[config.mk]
export PLATFORM = sky130hd
export DESIGN_NAME = port_in_debounce
export DESIGN_NICKNAME = d
export VERILOG_FILES = /design/src/rtl/port_in_debounce.sv
export SDC_FILE = /design/constraint.sdc
export NUM_CORES = 1
export LEC_CHECK = 0
export CELL_PAD_IN_SITES_DETAIL_PLACEMENT = 1
export CELL_PAD_IN_SITES_GLOBAL_PLACEMENT = 2
export CORE_UTILIZATION = 39
export CTS_BUF_LIST = sky130_fd_sc_hd__clkbuf_16
export DETAILED_ROUTE_END_ITERATION = 8
export PLACE_DENSITY = 0.9
export SYNTH_ARGS = -nofsm -noshare
export SYNTH_HDL_FRONTEND = slang
export SYNTH_SLANG_ARGS = --single-unit
[constraint.sdc]
create_clock -name clock -period 2.9 [get_ports clock]
set_input_delay 0.87 -clock clock [delete_from_list [all_inputs] [get_ports clock]]
set_output_delay 0.87 -clock clock [all_outputs]
set_load 0.05 [all_outputs]
[src/rtl/port_in_debounce.sv]
// port_in_debounce: 2-FF synchronised, tick-debounced input port with sticky rise events.
// Define PORT_IN_REPEAT_EN to auto-repeat events for keys held high.
module port_in_debounce #(
  parameter int WIDTH     = 8,
  parameter int TICK_DIV  = 1000,
  parameter int DB_TICKS  = 10,
  parameter int RPT_DELAY = 50,
  parameter int RPT_RATE  = 10
) (
  input  logic             clock,
  input  logic             reset_n,
  input  logic [WIDTH-1:0] pin,
  output logic [WIDTH-1:0] state,
  output logic [WIDTH-1:0] evt,
  output logic             any_event,
  input  logic [WIDTH-1:0] clr,
  input  logic             clr_we
);
  localparam int PW = $clog2(TICK_DIV);
  logic [WIDTH-1:0] s1, s, state_next, evt_next, rpt_set;
  logic [PW-1:0]    presc;
  logic             tick;
  logic [3:0]       c      [WIDTH];
  logic [3:0]       c_next [WIDTH];

  if (TICK_DIV < 2 || DB_TICKS < 1 || DB_TICKS > 15 || RPT_RATE < 1 ||
      RPT_RATE > RPT_DELAY || RPT_DELAY > 255) begin : g_param_check
    $error("port_in_debounce: parameter out of range");
  end

  assign tick = presc == PW'(TICK_DIV - 1);

  always_comb begin
    state_next = state;
    for (int i = 0; i < WIDTH; i++) begin
      c_next[i] = (s[i] == state[i]) ? 4'd0 :
                  !tick ? c[i] :
                  (c[i] == 4'(DB_TICKS - 1)) ? 4'd0 : c[i] + 4'd1;
      if (tick && s[i] != state[i] && c[i] == 4'(DB_TICKS - 1)) state_next[i] = s[i];
    end
    evt_next = (evt & ~(clr_we ? clr : '0)) | (state_next & ~state) | rpt_set;
  end

`ifdef PORT_IN_REPEAT_EN
  logic [7:0] r, r_inc;
  logic       fire;
  assign r_inc   = (r == 8'hFF) ? r : r + 8'd1;
  // a changing state restarts the repeat window, so it never fires in that cycle
  assign fire    = tick && (|state) && state_next == state && r_inc == 8'(RPT_DELAY);
  assign rpt_set = fire ? state : '0;
  always_ff @(posedge clock or negedge reset_n) begin
    if (!reset_n) r <= '0;
    else if (state_next != state || state == '0) r <= '0;
    else if (tick) r <= fire ? 8'(RPT_DELAY - RPT_RATE) : r_inc;
  end
`else
  assign rpt_set = '0;
`endif

  always_ff @(posedge clock or negedge reset_n) begin
    if (!reset_n) begin
      s1        <= '0;
      s         <= '0;
      presc     <= '0;
      state     <= '0;
      evt       <= '0;
      any_event <= 1'b0;
      for (int i = 0; i < WIDTH; i++) c[i] <= '0;
    end else begin
      s1        <= pin;
      s         <= s1;
      presc     <= tick ? '0 : presc + PW'(1);
      state     <= state_next;
      evt       <= evt_next;
      any_event <= |evt;
      for (int i = 0; i < WIDTH; i++) c[i] <= c_next[i];
    end
  end
endmodule

# Yosys cells after proc, flatten, opt, wreduce, memory -nomap -nowiden
# Cells that the tools add are included.
# Widths: inputs -> output; s select.
[totals]
in_bits = 19
wordCells = 112
out_inout_bits = 17
register_bits = 75
[classes]
bitwise = 5
muxes = 34
n_addsub = 9
eq_ne = 25
reduce_logical = 25
[op_table]
columns = ["op", "count"]
rows = [
  ["$mux 4", 24],
  ["$add 4x1->4 const B", 8],
  ["$eq 4x4->1 const B", 8],
  ["$and 8x8->8", 2],
  ["$logic_and 1x1->1", 16],
  ["$not 8->8", 2],
  ["$reduce_bool 2->1", 8],
  ["$add 10x1->10 const B", 1],
  ["$eq 10x10->1 const B", 1],
  ["$mux 10", 1],
  ["$eq 1x1->1", 8],
  ["$mux 1", 8],
  ["$mux 8", 1],
  ["$ne 1x1->1", 8],
  ["$or 8x8->8", 1],
  ["$reduce_or 8->1", 1],
]

# Longest topological paths before layout
[logic_depth]
word_depth = 6
depth_mapped = 7
ltp_nobuf = 6

# Worst setup path after synthesis
# No wires, ideal clock.
[synth_timing]
path_kind = "reg2reg"
startpoint = "register presc[0]"
endpoint = "register c[19] in the netlist's numbering"
path_buffers = 2
setup_slack_ns = 1.153
period_less_slack_ns = 1.747
arrival_ns = 1.625
setup_time_ns = 0.122
required_ns = 2.778
path_stages_with_launch = 8
path_cell_list = "dfrtp_1 ha_1 and4bb_4 and3_1 buf_4 clkbuf_2 o21ai_0 a32o_1"
[synth_between]
elab_chain_len = 2
[synth_rtl]
columns = ["item", "line", "rtl"]
rows = [
  ["start, declared", "21", "logic [PW-1:0] presc;"],
  ["start signal, assigned", "72", "presc <= tick ? '0 : presc + PW'(1);"],
  ["$eq 10x10->1", "31", "assign tick = presc == PW'(TICK_DIV - 1);"],
  ["$reduce_bool 2->1 (no line)", "-", ""],
  ["end, declared", "23", "logic [3:0] c [WIDTH];"],
]
# Every way passes these cells.
# A chain may end at the register's enable or synchronous reset.

# Final worst setup path
[layout_timing]
startpoint = "register state[5]"
endpoint = "output port state[5]"
[layout_rtl]
columns = ["item", "line", "rtl"]
rows = [
  ["start, declared", "13", "output logic [WIDTH-1:0] state,"],
  ["start signal, assigned", "73", "state <= state_next;"],
]
# No word-level cell between the ends.

==> summary.md <==
| Metric | Value |
|---|---|
| DRC violations left | `0` |
| Gates resized, CTS repair | `0` |
| Port Buf Inserts | `35` |
| TritonCTS clock tree | `built` |
| Routed WL per cell | `15.6 µm` |
| Family with the most delay on the worst path | `buffers and inverters` |
| Unique cell type count in the Yosys netlist | `30` |
| Synthesized area per cell | `10.3 µm²` |
| Ports | `36` |
| Net Count, Synth | `376` |
| Initial core utilization | `40.3%` |
| Status | `complete, no violations` |
| Seq pwr share | `43.1%` |
| Critical Path Max Stage Delay | `0.87 ns` |
| Vias per Instance | `5.31` |
| Clock tree buffer depth | `2` |
| Type of the most critical hold path | `reg -> reg` |
| Crit path from | `state[5]` |
| Worst-Margin Slew | `0.577 ns` |
| First-pass GRT wire length | `13600 µm` |
| Final min period | `2.47 ns` |
| Synth async-reset ratio | `100%` |
| Sink Count | `75` |
| Clock power share | `54.1%` |
| Via count | `2600` |
| GR Util All Layers | `18.0%` |
| Crit path DAT | `1.60 ns` |
| Post-synth top flop | `dfrtp_1` |
| CTS root buffer | `clkbuf_16` |
| Initial antenna violation count | `0` |
| CTS buffer count | `9` |
| Pre-antenna DRT Iters | `4` |
| Fin. Hold Viols | `0` |
| Post-synthesis sequential area ratio | `53.7%` |
| Commonest non-fill, non-tap cell in the layout | `dfrtp_1` |
| Clock transition at path regs | `0.06 ns` |
| Post-route ant nets | `0` |
| Grt total ovfl | `0` |
| Syn-to-layout area delta | `23.2%` |
| Fin Setup TNS | `0 ns` |
| Layout cell share with drive strength beyond 1 | `7.33%` |
| HP Start | `s1[0]` |
| Yosys warnings | `0` |
| Initial DRC count | `91` |
| Gpl congestion | `0.733` |
| CP startpoint kind | `flop` |
| Unrepaired setup endpoints after global routing | `no` |
| ANT cells | `0` |
| Nets | `414` |
| Setup Fix Bufs, Post-CTS | `0` |
| Vias in the first global route | `2903` |
| Power Density | `574 nW/µm²` |
| RR Startpoint | `presc[0]` |
| Synthesized flop and latch total | `75` |
| Max-slew headroom | `61.3%` |
| Crit path cell chain | `clkdlybuf4s50_1` |
| Int Power | `0.00201 W` |
| H-Tree Depth | `3` |
| Sw Share | `18.8%` |
| Critical Path Slowest Stage Cell | `clkdlybuf4s50_1` |
| Clock latency at the later pin of the worst-skew pair | `0.33 ns` |
| Post-layout util | `49.6%` |
| Syn Inst Count | `340` |
| WL final | `7660 µm` |
| Finish-stage setup viols | `0` |
| CORE AREA | `8680 µm²` |
| Number of synthesized flops with an enable pin | `0` |
| Max frequency | `405 MHz` |
| Max VDD drop | `0.470 mV` |
| Die Area | `9340 µm²` |
| Max Cap Viol | `0` |
| Hold-fix buffers, CTS | `0` |
| Logic pwr share | `2.8%` |
| Horiz. Die Dim | `96.7 µm` |
| Critical path buffer and inverter count | `1` |
| Nature of the critical path endpoint | `output pin` |
| Num rows | `34` |
| Commonest cells after routing, fill and taps aside | `dfrtp_1, nand2_1, clkdlybuf4s50_1` |
| Largest net degree at the start of global routing | `50` |
| Psw | `0.000464 W` |
| Clk_skew | `0.00537 ns` |
| Post-DP HPWL | `5090 µm` |
| CP Max Fanout | `4` |
| Req. time, crit path | `2.03 ns` |
| CP Class | `reg -> out` |
| Max-slew violation count | `0` |
| Leakage power total | `1.89 nW` |
| Period utilization | `85.2%` |
| Die H | `96.7 µm` |
| Post-Synthesis Cell Area | `3490 µm²` |
[cell families (layout without fill, tap and decap cells)]
family | Yosys count | count (layout) | share of synthesized area [%]
muxes | 9 | 9 | 2.86
xor gates and xnor gates | 13 | 13 | 3.26
and+or+nand+nor | 129 | 129 | 19.6
DFF | 75 | 75 | 53.7
AOI/OAI and AO/OA | 63 | 63 | 10.3
adders and majority gates | 17 | 17 | 6.09
buffers and inverters | 34 | 76 | 4.12
[Yosys cell counts (all sizes together), types with 2 or more instances]
| master | instances | share of area (%) |
|---|---|---|
| dfrtp | 75 | 54 |
| nand2 | 53 | 5.7 |
| o21ai | 27 | 3.9 |
| a21oi | 26 | 3.7 |
| inv | 24 | 2.6 |
| ha | 17 | 6.1 |
| or3 | 16 | 2.9 |
| nor2 | 13 | 1.4 |
| xnor2 | 10 | 2.5 |
| and3 | 9 | 1.6 |
| nand2b | 9 | 1.6 |
| a32o | 8 | 2.3 |
| mux2 | 8 | 2.6 |
| nor3b | 8 | 1.7 |
| or4 | 8 | 1.7 |
| clkbuf | 7 | 0.79 |
| nand3 | 5 | 1.1 |
| buf | 3 | 0.75 |
| nor4 | 3 | 0.54 |
| xor2 | 3 | 0.75 |
| and2 | 2 | 0.36 |
| and4 | 2 | 0.57 |
[path summary, 6_finish.rpt]
path,endpoint,slack [ns],cells after the start
worst min-delay path,s[0],0.35,0
worst max-delay path,state[5],0.43,1
worst min register to register,s[0],0.35,0
max in group asynchronous,c[15],1.81,2
worst max register to register,c[30],0.69,5
min in group asynchronous,c[26],0.50,1
[final cells by class]
class,instances,area [µm²]
Sequential cell,75,1880
Clock buffer,9,225
Inverter,24,90.1
Tap cell,108,135
Clock inverter,6,129
Fill cell,970,4370
Timing Repair Buffer,37,375
Multi-Input combinational cell,231,1470
[power by group through the flow]
stage          Sequential, W  Clock, W  Combinational (W)
2_1_floorplan        0.00108         0          0.0000168
3_3_place_gp         0.00108         0          0.0000708
3_5_place_dp         0.00108         0          0.0000715
4_1_cts              0.00107   0.00136          0.0000719
5_1_grt              0.00107   0.00139          0.0000790
6_report             0.00107   0.00134          0.0000693
[flip-flops by register name, summed over array words and instances (netlist names)]
register	flops
any_event	1
c	32
evt	8
presc	10
s	8
s1	8
state	8
[metrics by stage]
stage          total power [W]  instances  worst slack (ns)  cell area (µm²)  hold slack (ns)
3_5_place_dp           0.00116        475             0.696             3950            0.339
5_1_grt                0.00254        490             0.387             4310            0.354
3_3_place_gp           0.00115        475             0.825             3950            0.331
4_1_cts                0.00249        490             0.431             4310            0.353
6_report               0.00247        490             0.429             4310            0.348
2_1_floorplan          0.00110        340              1.15             3490            0.331
[routing by layer]
metal	vias up	routed length, µm	track usage, %
li1	1238	-	-
met1	1303	3510	22.5
met2	44	3760	30.6
met3	15	237	4.55
met4	0	147	5.97
met5	-	0	0
No activity file was read; power rests on OpenSTA's default activity.
